[config.mk]
export PLATFORM = sky130hd
export DESIGN_NAME = float_contract_round
export DESIGN_NICKNAME = d
export VERILOG_FILES = /design/src/rtl/float_contract_round.sv
export SDC_FILE = /design/constraint.sdc
export NUM_CORES = 1
export LEC_CHECK = 0
export ABC_CLOCK_PERIOD_IN_PS = 6200
export BUFFER_PORTS_ARGS = -buffer_cell sky130_fd_sc_hd__buf_2
export CAP_MARGIN = 20
export CORE_ASPECT_RATIO = 0.7
export CORE_MARGIN = 1.5
export CORE_UTILIZATION = 32
export DETAILED_ROUTE_END_ITERATION = 8
export GPL_ROUTABILITY_DRIVEN = 0
export PLACE_DENSITY = 0.62
export SYNTH_ARGS = -nofsm -noshare
export SYNTH_HDL_FRONTEND = slang
export SYNTH_SLANG_ARGS = --single-unit
[constraint.sdc]
create_clock -name clock -period 6.2 [get_ports clock]
set_input_delay 0.62 -clock clock [delete_from_list [all_inputs] [get_ports clock]]
set_output_delay 0.62 -clock clock [all_outputs]
set_load 0.01 [all_outputs]
[src/rtl/float_contract_round.sv]
// float_contract_round
//   Rounds a contracted float (truncated toward zero plus trailing/sticky
//   side bits) to round-to-nearest-even. The block is a 2-stage
//   valid/ready pipeline:
//     S1 registers the input beat and the roundUp decision.
//     S2 registers the rounded result and the per-beat flags.
//   It also keeps a saturating count of inexact output transfers.
// Ports
//   clock, resetn                  clock, async active-low reset
//   inValid/inReady                input handshake
//   inSign/inExp/inFrac            contracted float (truncated)
//   inTrailing/inSticky/inIsNan    contraction side outputs
//   outValid/outReady              output handshake
//   outSign/outExp/outFrac         rounded float
//   outInexact/outOverflow         per-beat flags
//   inexactCount/clearCount        inexact event counter and its clear
module float_contract_round #(
  parameter int EXP                   = 8,
  parameter int FRAC                  = 7,
  parameter int TRAILING_BITS         = 2,
  parameter int SATURATE_TO_MAX_FLOAT = 0
) (
  input  logic                     clock,
  input  logic                     resetn,
  input  logic                     inValid,
  output logic                     inReady,
  input  logic                     inSign,
  input  logic [EXP-1:0]           inExp,
  input  logic [FRAC-1:0]          inFrac,
  input  logic [TRAILING_BITS-1:0] inTrailing,
  input  logic                     inSticky,
  input  logic                     inIsNan,
  output logic                     outValid,
  input  logic                     outReady,
  output logic                     outSign,
  output logic [EXP-1:0]           outExp,
  output logic [FRAC-1:0]          outFrac,
  output logic                     outInexact,
  output logic                     outOverflow,
  output logic [15:0]              inexactCount,
  input  logic                     clearCount
);
  localparam int W = EXP + FRAC + 1;
  localparam logic [EXP-1:0]           EXP_ONES  = '1;
  localparam logic [EXP-1:0]           EXP_MAXF  = EXP_ONES - EXP'(1);
  localparam logic [FRAC-1:0]          QNAN_FRAC = FRAC'(1) << (FRAC - 1);
  // Trailing bits below the guard bit.
  localparam logic [TRAILING_BITS-1:0] LO_MASK   =
    TRAILING_BITS'((1 << (TRAILING_BITS - 1)) - 1);

  // ---------------- handshake ----------------
  logic s1Valid_q, s2Valid_q;
  logic s2Load, s1Load;

  // S2 takes S1 whenever it is empty or its beat leaves this cycle; S1 then
  // frees up as well, so S1 loads under the same condition or when empty.
  assign s2Load  = !s2Valid_q || outReady;
  assign s1Load  = !s1Valid_q || s2Load;
  assign inReady = s1Load;
  assign outValid = s2Valid_q;

  // ---------------- S1 ----------------
  logic                s1Sign_q, s1RoundUp_q, s1Inexact_q, s1Nan_q;
  logic [EXP-1:0]      s1Exp_q;
  logic [FRAC-1:0]     s1Frac_q;
  logic                guard, rest, roundUp;

  assign guard   = inTrailing[TRAILING_BITS-1];
  assign rest    = (|(inTrailing & LO_MASK)) | inSticky;
  assign roundUp = guard && (rest || inFrac[0]);

  always_ff @(posedge clock or negedge resetn) begin
    if (!resetn) begin
      s1Valid_q   <= 1'b0;
      s1Sign_q    <= 1'b0;
      s1Exp_q     <= '0;
      s1Frac_q    <= '0;
      s1RoundUp_q <= 1'b0;
      s1Inexact_q <= 1'b0;
      s1Nan_q     <= 1'b0;
    end else if (s1Load) begin
      s1Valid_q   <= inValid;
      s1Sign_q    <= inSign;
      s1Exp_q     <= inExp;
      s1Frac_q    <= inFrac;
      s1RoundUp_q <= roundUp;
      s1Inexact_q <= (|inTrailing) | inSticky;
      s1Nan_q     <= inIsNan;
    end
  end

  // ---------------- S2 ----------------
  logic [W-1:0]    sum;
  logic            isInf, ovf;
  logic [EXP-1:0]  s2Exp_d;
  logic [FRAC-1:0] s2Frac_d;
  logic            s2Inexact_d, s2Ovf_d;

  // Incrementing {exp,frac} lets a fraction carry bump the exponent, which
  // also promotes a denormal to the smallest normal.
  assign sum   = {1'b0, s1Exp_q, s1Frac_q} + W'(s1RoundUp_q);
  assign isInf = (s1Exp_q == EXP_ONES) && (s1Frac_q == '0);
  assign ovf   = sum[W-1] || (sum[W-2:FRAC] == EXP_ONES);

  always_comb begin
    s2Exp_d     = sum[W-2:FRAC];
    s2Frac_d    = sum[FRAC-1:0];
    s2Inexact_d = s1Inexact_q;
    s2Ovf_d     = 1'b0;
    if (s1Nan_q) begin
      s2Exp_d     = EXP_ONES;
      s2Frac_d    = QNAN_FRAC;
      s2Inexact_d = 1'b0;
    end else if (isInf) begin
      s2Exp_d     = EXP_ONES;
      s2Frac_d    = '0;
      s2Inexact_d = 1'b0;
    end else if (ovf) begin
      s2Ovf_d     = 1'b1;
      s2Inexact_d = 1'b1;
      if (SATURATE_TO_MAX_FLOAT != 0) begin
        s2Exp_d  = EXP_MAXF;
        s2Frac_d = '1;
      end else begin
        s2Exp_d  = EXP_ONES;
        s2Frac_d = '0;
      end
    end
  end

  always_ff @(posedge clock or negedge resetn) begin
    if (!resetn) begin
      s2Valid_q   <= 1'b0;
      outSign     <= 1'b0;
      outExp      <= '0;
      outFrac     <= '0;
      outInexact  <= 1'b0;
      outOverflow <= 1'b0;
    end else if (s2Load) begin
      s2Valid_q   <= s1Valid_q;
      outSign     <= s1Sign_q;
      outExp      <= s2Exp_d;
      outFrac     <= s2Frac_d;
      outInexact  <= s2Inexact_d;
      outOverflow <= s2Ovf_d;
    end
  end

  // ---------------- inexact counter ----------------
  logic [15:0] cnt_q, cnt_d;

  always_comb begin
    cnt_d = cnt_q;
    if (clearCount)
      cnt_d = '0;
    else if (outValid && outReady && outInexact && (cnt_q != 16'hFFFF))
      cnt_d = cnt_q + 16'd1;
  end

  always_ff @(posedge clock or negedge resetn) begin
    if (!resetn) cnt_q <= '0;
    else         cnt_q <= cnt_d;
  end

  assign inexactCount = cnt_q;
endmodule

### Word-level counts from Yosys, hierarchy flattened

Cells that the tools add are included.

| storage, ports and cells | value |
|---|---|
| input bits | 25 |
| bits in registers | 55 |
| word-level logic and storage cells | 49 |
| output and inout port bits | 36 |

| cells by class | value |
|---|---|
| reduce and logical (&&, ||, !) cells | 14 |
| bitwise logic cells | 2 |
| mux-type cells | 14 |
| equal/unequal tests | 3 |
| add/subtract/negate cells | 2 |

Operators with widths:

| kind | count |
|---|---|
| 16-bit 2-to-1 mux | 2 |
| 8-bit 2-to-1 mux | 3 |
| 7-bit 2-to-1 mux | 3 |
| 15-bit by 1-bit adder with 16-bit output | 1 |
| 16-bit by 1-bit adder with 16-bit output, second input constant | 1 |
| 8-bit equality test, second input constant | 2 |
| 16-bit != test, second input constant | 1 |
| 7-bit logical NOT | 1 |
| 1-bit 2-to-1 mux | 6 |
| 1-bit logical AND | 5 |
| 1-bit logical OR | 4 |
| 1-bit logical NOT | 2 |
| 1-bit bitwise OR | 2 |
| 2-bit nonzero test | 1 |
| 2-bit OR reduction | 1 |

### Depth between registers and ports, before layout

Gate-level depths: netlist of run 1.

| depth | value |
|---|---|
| word-level depth | 6 |
| depth in mapped cells | 8 |
| mapped depth without buffers | 8 |

### Least setup slack after synthesis of run 1

OpenSTA, ideal clock, no wires.

| timing | value |
|---|---|
| kind | register to register |
| start point | register s1Frac_q[0] |
| end point | register outFrac[0] |
| setup slack | 3.965 ns |
| cell stages (with the launch flop) | 9 |
| data required time | 6.078 ns |
| path buffers | 0 |
| library setup time | 0.122 ns |
| data arrival time | 2.113 ns |
| clock period less this slack | 2.235 ns |
| cells stage by stage | dfrtp_1 -> ha_1 -> ha_1 -> nand3_2 -> nor4bb_1 -> o21ai_1 -> a2111oi_4 -> nand2_2 -> a32o_1 |

| on the way | value |
|---|---|
| cells in the longest elaborated chain, start to end | 6 |
| elaborated cells between the ends (all ways) | 8 |
| classes of those cells | 1 x add/sub; 1 x eq/ne; 3 x mux; 3 x reduce/logical |

RTL lines:

| what | line | RTL |
|---|---|---|
| start: declaration | 65 | `logic [FRAC-1:0] s1Frac_q;` |
| start signal: assignment | 85 | `s1Frac_q <= inFrac;` |
| 15-bit by 1-bit adder with 16-bit output | 101 | `assign sum = {1'b0, s1Exp_q, s1Frac_q} + W'(s1RoundUp_q);` |
| 8-bit equality test | 103 | `assign ovf = sum[W-1] \|\| (sum[W-2:FRAC] == EXP_ONES);` |
| 1-bit logical OR | 103 |  |
| 7-bit 2-to-1 mux | 118 | `end else if (ovf) begin` |
| 7-bit 2-to-1 mux (*) | 114 | `end else if (isInf) begin` |
| 7-bit 2-to-1 mux (*) | 110 | `if (s1Nan_q) begin` |
| end signal: assignment | 143 | `outFrac <= s2Frac_d;` |
| end: declaration | 37 | `output logic [FRAC-1:0] outFrac,` |

Mark *: on every way between the ends. The rest lies on a longest branch, timed or not.
A chain may end at the register's enable or synchronous reset.

### Final worst setup path of run 1

Same ends and word-level chain as after synthesis.

==> out/results.ini, run 1 <==
[logic_synthesis]
synth-edff-count = 0
synth_cell_types = 44
synth_area_per_cell_um2 = 10.6
ys_seq_elements = 55
ys.flop_type = dfrtp_1
syn_nets = 287
yosysWarnings = 0
synth_seq_area_share = 0.502
netlist_instances = 259
mappedNetlistArea_um2 = 2740
ys_async_sr_fraction = 1.00

[cells_and_area]
instances_no_fill = 424
drive_above_1_share = 0.292
fin_nets = 346
final_common_cell = buf_2
final_cell_mix = buf_2, dfrtp_1, nor2_1
multi_input_area_um2 = 1320
final.fill_count = 828
syn2layout_area_growth_pct = 20.3
antenna_cells = 0
regArea_um2 = 1380

[floorplan]
dieWidth_um = 114
ios = 61
die_area_um2 = 9140
initial_core_util = 0.327
die_h_um = 80.4
fp.coreArea_um2 = 8370
rows = 28

[clock_tree]
cts_repair_resize_count = 0
cts_buffers = 5
clk-insertion-delay-late_ps = 290
cts.sinks = 55
cts_max_path_buffers = 2
cts.clk_slew.worst_paths_ps = 70
cts_hold_buf = 0
cts-root-buf = clkbuf_16
cts_tree = done
post_cts_buffers = 0
cts_max_level = 2

[setup_path]
r2r_setup_slack_ps = 3700
crit_path_top_delay_cell = a2111oi_4
worstReg2RegEnd = outFrac[0]
regToRegStartpoint = s1Frac_q[0]
critPathCaptureType = register
crit_path_cell_trace = ha_1 > ha_1 > nand3_2 > nor4bb_1 > o21ai_1 > a2111oi_4 > nand2_2 > a32o_1
ff2ff_path_depth = 8
worst-path-max-fanout = 7
start_kind = register
path_common_cell = ha_1
critPathKind = reg2reg
max_stage_delay_ps = 380
required_ps = 6380
arrival_ps = 2680

[grt]
antenna_found_initial = 0
grt_max_degree = 56
grt_usage = 0.142
grt-ovfl-total = 0
grt_pass1_wl_um = 9940
grt_pass1_vias = 1845

[status]
outcome = finished clean

[placed_design]
post-dp-hpwl_um = 4660
io_buffer_count = 60
dp_cells = 416

[pwr]
p_per_area_nw_per_um2 = 252
peakVddDrop_mv = 0.115
p_leak_nw = 1.44

[detailed_routing]
ant_nets = 0
drc = 0
via_count = 2118
routed_via_density = 5.00
dr.pass1.iters = 4
drt-initial-drc-count = 94
wl_per_cell_um = 14.5
routed_wirelength_um = 6150

[min_path]
hold_path.class = in2async

[sta]
drv_slew = 0
slew_headroom = 0.441
setup_tns_ps = 0
hold_viol = 0
period_needed_ps = 2500
timing.final.crit_share = 0.403
rsz0062_at_grt = false
clock_skew_ps = 6.01
fmaxAchievable_ghz = 0.400
worstMarginPinSlew_ps = 835
setup_viol = 0

[flow_run]
maxCapViolations = 0

==> power by group <==
group	switching (mW)	internal, mW	total (mW)
clock network	0.125	0.162	0.287
registers	0.0321	0.388	0.420
logic	0.0687	0.0566	0.125
==> per-layer routing <==
layer	track usage	vias to the layer above	part of all wire
li1	-	1039	-
met2	0.182	47	0.39
met4	0.0450	0	0.013
met1	0.227	1024	0.55
met5	0	-	0
met3	0.0309	8	0.053
==> registers in the layout, indices dropped and copies added, names as in the netlist, 7 cells and up <==
signal / cells
s1Frac_q: 7
inexactCount: 16
outFrac: 7
s1Exp_q: 8
outExp: 8
==> how the worst max path moves through the flow <==
stage                             to  slack [ps]   startpoint  depth (start not counted)
after floorplan           outFrac[0]        3960  s1Frac_q[0]                          8
after global placement    outFrac[0]        3710     outReady                          6
after detailed placement  outFrac[3]        3650     outReady                          6
after CTS                 outFrac[0]        3710  s1Frac_q[0]                          8
after global routing      outFrac[0]        3480  s1Frac_q[0]                          8
final                     outFrac[0]        3700  s1Frac_q[0]                          8
==> area by class of cell <==
| class | count | share of cell area |
|---|---|---|
| clock buffers | 7 | 0.0433 |
| repair buffers | 62 | 0.0956 |
| multi-input cells | 192 | 0.399 |
| clock inverters | 1 | 0.00266 |
| flip-flops and latches | 55 | 0.417 |
| inverters | 2 | 0.00228 |
| well taps | 105 | 0.0398 |
==> metrics by stage <==
| stage | instance area [µm²] | worst slack, ps | util | hold slack, ps | power [mW] |
|---|---|---|---|---|---|
| floorplan | 2740 | 3960 | - | 324 | 0.498 |
| global placement | 3150 | 3710 | 0.376 | 454 | 0.552 |
| detailed placement | 3150 | 3650 | 0.376 | 458 | 0.554 |
| CTS | 3300 | 3710 | 0.394 | 475 | 0.842 |
| global route | 3300 | 3480 | 0.394 | 514 | 0.877 |
| finish | 3300 | 3700 | 0.394 | 449 | 0.832 |
==> worst max-delay path, delay by kind of cell, from the launching register on <==
| family | cells | cell delay (ps) |
|---|---|---|
| simple gates | 3 | 670 |
| fa+ha+maj | 2 | 530 |
| flops | 1 | 370 |
| compound gates | 3 | 820 |
==> cells in the mapped netlist, types with 5 or more instances <==
library cell	count	area, µm²
mux2_2	16	180
nand3_1	8	40.0
dfrtp_1	55	1380
and3_1	5	31.3
nand2_1	24	90.1
nor2_1	35	131
xor2_1	13	114
xnor2_1	13	114
a21oi_1	14	70.1
a32o_1	6	60.1
==> kinds of logic (layout without fill, tap and decap cells) <==
logic type / after synthesis / in the layout / synth area share
AND/OR/NAND/NOR: 108 / 108 / 0.211
flip-flops: 55 / 55 / 0.502
AO/OA/AOI/OAI: 38 / 38 / 0.102
XOR/XNOR: 26 / 26 / 0.0831
multiplexers: 17 / 17 / 0.0694
buffers and inverters: 12 / 72 / 0.0178
adder cells (fa/ha/maj): 3 / 3 / 0.0137
Power figures use the tool's default switching activity.
==> run 2, diff against run 1 <==
--- a/config.mk
+++ b/config.mk
@@ -5,7 +5,7 @@
 export SDC_FILE = /design/constraint.sdc
 export NUM_CORES = 1
 export LEC_CHECK = 0
-export ABC_CLOCK_PERIOD_IN_PS = 6200
+export ABC_CLOCK_PERIOD_IN_PS = 2400
 export BUFFER_PORTS_ARGS = -buffer_cell sky130_fd_sc_hd__buf_2
 export CAP_MARGIN = 20
 export CORE_ASPECT_RATIO = 0.7
==> constraint.sdc (replaced) <==
create_clock -name clock -period 2.4 [get_ports clock]
set_input_delay 0.24 -clock clock [delete_from_list [all_inputs] [get_ports clock]]
set_output_delay 0.24 -clock clock [all_outputs]
set_load 0.01 [all_outputs]
==> run 2 against run 1 <==
Effect of this change:
- critical path type unchanged
- highest routed layer unchanged
- setup slack lost 3600 ps
- flip-flop and latch count is the same
- maximum frequency grew 6.9%
- critical endpoint is now outFrac[3]
==> out/results.ini, run 2 (same netlist as run 1, synthesis figures left out) <==
[cells_and_area]
final_common_cell = buf_2
final.fill_count = 806  ; -2.7%
final_cell_mix = buf_2, dfrtp_1, nor2_1
instances_no_fill = 434  ; +2.4%
drive_above_1_share = 0.347  ; +0.0550
largest_reg_flops = 16  ; unchanged
antenna_cells = 0  ; unchanged
regArea_um2 = 1380  ; unchanged
fin_nets = 357  ; +3.2%
syn2layout_area_growth_pct = 27.1
utilization = 0.416  ; +0.0221
multi_input_area_um2 = 1420  ; +8.3%

[detailed_routing]
ant_nets = 0  ; unchanged
top_layer_used = met4
wl_met2_um = 2760  ; +16%
met3WireLength_um = 399  ; +23%
wl_per_cell_um = 15.6  ; +7.6%
met1Wirelength_um = 3520  ; +4.5%
routed_via_density = 5.05  ; +1.1%
drt-initial-drc-count = 120  ; +28%
drc = 0  ; unchanged
via_count = 2191  ; +3.4%
dr.pass1.iters = 4  ; unchanged
routed_wirelength_um = 6770  ; +10%

[sta]
fmaxAchievable_ghz = 0.428  ; +6.9%
fin_ws_ps = 64.7  ; -3640 ps
clock_skew_ps = 7.08  ; +1.06 ps
timing.final.crit_share = 0.973  ; +0.570
hold_viol = 0  ; unchanged
slew_headroom = 0.631  ; +0.189
period_needed_ps = 2340  ; -162 ps
drv_slew = 0  ; unchanged
holdWs_ps = 133  ; -316 ps
setup_tns_ps = 0  ; unchanged
worstMarginPinSlew_ps = 549  ; -286 ps
setup_viol = 0  ; unchanged
rsz0062_at_grt = true

[setup_path]
required_ps = 2580  ; -3800 ps
critPathKind = reg2reg
worst-path-max-fanout = 8  ; +1
critPathCaptureType = register
start_kind = register
arrival_ps = 2520  ; -160 ps

[clock_tree]
cts_tree = done
clk-insertion-delay-late_ps = 290  ; about the same
cts-root-buf = clkbuf_16
cts.sinks = 55  ; unchanged
cts_max_path_buffers = 2  ; unchanged
cts.clk_slew.worst_paths_ps = 70  ; about the same
cts_buffers = 5  ; unchanged
cts_max_level = 2  ; unchanged

[pwr]
p_per_area_nw_per_um2 = 624  ; +150%
peakVddDrop_mv = 0.326  ; +180%
p_leak_nw = 1.52  ; +5.6%

[grt]
grt-ovfl-total = 0  ; unchanged
antenna_found_initial = 0  ; unchanged
grt_max_degree = 25  ; -55%
grt_pass1_vias = 2012  ; +9.1%
grt_usage = 0.150  ; +0.00840
grt_pass1_wl_um = 10400  ; +5.1%

[min_path]
hold_path.class = in2reg

[floorplan]
ios = 61  ; unchanged
dieWidth_um = 114  ; unchanged
die_area_um2 = 9140  ; unchanged
initial_core_util = 0.327  ; unchanged
die_h_um = 80.4  ; unchanged
fp.coreArea_um2 = 8370  ; unchanged
rows = 28  ; unchanged

[placed_design]
io_buffer_count = 60  ; unchanged
place_ws_ps = 19.8  ; -3630 ps
dp_cells = 425  ; +2.2%
post-dp-hpwl_um = 4950  ; +6.3%

[status]
outcome = finished clean

[flow_run]
maxCapViolations = 0  ; unchanged

## run 2: changes by cell type in the layout (fill, tap and decap cells not counted), sizes merged
cell and change:
buf +10, clkbuf -2, clkinv +1, dlygate4sd3 +1
## run 2: metrics by stage
stage,power (mW),instance area (µm²)
floorplan,1.29,2740
global route,2.28,3480
detailed placement,1.45,3210
CTS,2.16,3360
global placement,1.44,3210
finish,2.17,3480
## run 2: cell type report
class / instances / area share
Tap cell: 105 / 0.0377
Inverter: 2 / 0.00216
Multi-Input combinational cell: 192 / 0.409
Clock inverter: 2 / 0.00395
Sequential cell: 55 / 0.395
Timing Repair Buffer: 73 / 0.116
Clock buffer: 5 / 0.0359
## run 2: timing repair
| item | 4_1_cts | 5_1_grt |
|---|---|---|
| hold buffers | 1 | 0 |
| gates resized for setup | 0 | 19 |
| hold endpoints to repair | 8 | 0 |
| endpoints found under the setup margin | 0 | 9 |
| setup buffers | 0 | 1 |
## run 2: power by group
part           internal, mW  leakage [nW]  switching [mW]
logic                 0.178         0.778           0.206
registers              1.00         0.672          0.0818
clock network         0.381        0.0696           0.321
## run 2: per-layer routing
| layer | track usage | up-vias |
|---|---|---|
| met1 | 0.225 | 1070 |
| met4 | 0.0588 | 0 |
| li1 | - | 1062 |
| met2 | 0.198 | 53 |
| met3 | 0.0430 | 6 |
| met5 | 0 | - |
## run 2: final timing paths
path / startpoint / end / slack (ps) / cells past startpoint
worst max-delay path: s1Frac_q[0] / outFrac[3] / 60 / 8
worst min-delay path: inValid / s1Valid_q / 130 / 2
worst max register to register: s1Frac_q[0] / outFrac[3] / 60 / 8
worst min register to register: outSign / outSign / 460 / 2
max in group asynchronous: resetn / s1Frac_q[4] / 1480 / 3
min in group asynchronous: resetn / outExp[4] / 330 / 2
## run 2: critical path, stage by stage (launching register included)
cell	delay, ps
dfrtp_1	430
ha_4	180
buf_6	120
nand4_4	190
nor3b_2	280
o21ai_2	110
a2111oi_4	430
nand2_2	190
a32o_1	300
==> run 3, diff against run 2 <==
--- a/config.mk
+++ b/config.mk
@@ -13,7 +13,7 @@
 export CORE_UTILIZATION = 32
 export DETAILED_ROUTE_END_ITERATION = 8
 export GPL_ROUTABILITY_DRIVEN = 0
-export PLACE_DENSITY = 0.62
+export PLACE_DENSITY_LB_ADDON = 0.3
 export SYNTH_ARGS = -nofsm -noshare
 export SYNTH_HDL_FRONTEND = slang
 export SYNTH_SLANG_ARGS = --single-unit
==> run 3 against run 2 <==
Effect of this change:
- die area is the same
- critical path depth stayed put
- power rose by 0.26%
- register-to-register slack better by 50 ps
- global-route usage is essentially flat
- combinational power about the same
- flip-flop and latch count is the same
- setup slack better by 47 ps
- clock skew fell by 0.78 ps
- critical endpoint unchanged
- largest cell class unchanged
- largest power group unchanged
- highest routed layer unchanged
==> out/results.ini, run 3 (same netlist as run 1, synthesis figures left out) <==
[status]
outcome = finished clean

[floorplan]
fp.coreArea_um2 = 8370  ; unchanged
die_area_um2 = 9140  ; unchanged
initial_core_util = 0.327  ; unchanged
ios = 61  ; unchanged
dieWidth_um = 114  ; unchanged
rows = 28  ; unchanged
die_h_um = 80.4  ; unchanged

[pwr]
switching_power_mw = 0.608  ; about the same
p_seq_frac = 0.498  ; -0.002
swShare = 0.279  ; -0.000987
p_int_mw = 1.57  ; +0.40%
p_per_area_nw_per_um2 = 622  ; -0.31%
p_clk_frac = 0.327  ; +0.004
p_leak_nw = 1.54  ; +1.3%
comb_power_share = 0.175  ; -0.002
peakVddDrop_mv = 0.242  ; -26%

[detailed_routing]
routed_wirelength_um = 6750  ; -0.40%
drc = 0  ; unchanged
dr.pass1.iters = 4  ; unchanged
wl_per_cell_um = 15.3  ; -1.8%
ant_nets = 0  ; unchanged
routed_via_density = 5.05  ; about the same
drt-initial-drc-count = 169  ; +41%
via_count = 2220  ; +1.3%

[sta]
drv_slew = 0  ; unchanged
fin_ws_ps = 112  ; +47.4 ps
worstMarginPinSlew_ps = 553  ; +4.00 ps
clock_skew_ps = 6.30  ; -0.780 ps
slew_headroom = 0.628  ; -0.00269
timing.final.crit_share = 0.953  ; -0.0197
fmaxAchievable_ghz = 0.437  ; +2.1%
holdWs_ps = 126  ; -6.69 ps
hold_viol = 0  ; unchanged
setup_viol = 0  ; unchanged
period_needed_ps = 2290  ; -47.4 ps

[grt]
grt_pass1_vias = 2005  ; -0.35%
grt_max_degree = 27  ; +8.0%
grt_pass1_wl_um = 10600  ; +1.1%
grt-ovfl-total = 0  ; unchanged
antenna_found_initial = 0  ; unchanged
grt_usage = 0.150  ; -0.000239

[clock_tree]
cts.clk_slew.worst_paths_ps = 70  ; about the same
cts-root-buf = clkbuf_16
cts_tree = done
cts.sinks = 55  ; unchanged
clk-insertion-delay-late_ps = 290  ; about the same
cts_max_level = 2  ; unchanged
post_cts_buffers = 0  ; unchanged
cts_buffers = 5  ; unchanged
cts_max_path_buffers = 2  ; unchanged

[setup_path]
crit_family = simple AND/OR/NAND/NOR gates
critPathKind = reg2reg
crit_path_cell_trace = ha_2 > buf_4 > and2_1 > nor4bb_4 > a211oi_2 > a2111oi_4 > nand2_2 > a32o_1
crit_path_top_delay_cell = dfrtp_1
arrival_ps = 2470  ; -50 ps
worst-path-max-fanout = 7  ; -1
critPathCaptureType = register
required_ps = 2580  ; about the same
max_stage_delay_ps = 390  ; -40 ps
crit_cells = 8  ; unchanged
start_kind = register
ff2ff_path_depth = 8  ; unchanged
crit_buf_inv = 1  ; unchanged

[placed_design]
io_buffer_count = 60  ; unchanged
placed_area_um2 = 3260  ; +1.4%
post-dp-hpwl_um = 4970  ; +0.34%
place_ws_ps = 50.3  ; +30.5 ps

[cells_and_area]
syn2layout_area_growth_pct = 27.8
final_cell_mix = buf_2, dfrtp_1, nor2_1
drive_above_1_share = 0.346  ; about the same
fin_nets = 362  ; +1.4%
final_area_um2 = 3500  ; +0.57%
antenna_cells = 0  ; unchanged
final_common_cell = buf_2
largest_reg_flops = 16  ; unchanged

[flow_run]
maxCapViolations = 0  ; unchanged

[min_path]
hold_path_depth = 2  ; unchanged
hold_path.class = in2reg

run 3: timing repair:
item / CTS / global route
endpoints found under the hold margin: 13 / 0
setup endpoints to repair: 0 / 6
hold buffers: 1 / 0
resized for setup: 0 / 15
run 3: layout make-up:
cell class	instances	area, µm²
flip-flops and latches	55	1380
clock inverters	1	5.00
fillers	800	4870
clock buffers	7	133
well taps	105	131
repair buffers	78	438
inverters	2	7.51
multi-input cells	192	1410
run 3: power by group through the flow:
| stage | clock (mW) | sequential (mW) | combinational, mW |
|---|---|---|---|
| 6_report | 0.711 | 1.08 | 0.382 |
| 5_1_grt | 0.765 | 1.10 | 0.423 |
| 4_1_cts | 0.734 | 1.08 | 0.366 |
| 3_5_place_dp | 0 | 1.10 | 0.362 |
| 3_3_place_gp | 0 | 1.10 | 0.359 |
| 2_1_floorplan | 0 | 1.10 | 0.189 |
run 3: path summary, 6_finish.rpt:
kind                             start           to  slack (ps)
setup / recovery           s1RoundUp_q   outFrac[3]         110
hold / removal                 inValid    s1Valid_q         130
setup reg to reg           s1RoundUp_q   outFrac[3]         110
hold reg to reg               s1Sign_q      outSign         480
max in group asynchronous       resetn  s1Inexact_q        1370
min in group asynchronous       resetn     s1Sign_q         370
run 3: stage by stage:
stage	power, mW	util	std cells	TNS, ps
floorplan	1.29	-	259	0
global placement	1.45	0.389	431	0
detailed placement	1.46	0.389	431	0
CTS	2.18	0.407	440	0
global route	2.28	0.418	440	-4.96
finish	2.18	0.418	440	0
run 3: routing by layer:
layer / global-route usage / wire length, µm
met5: 0 / 0
met4: 0.0525 / 107
met3: 0.0309 / 311
met2: 0.199 / 2750
met1: 0.234 / 3580
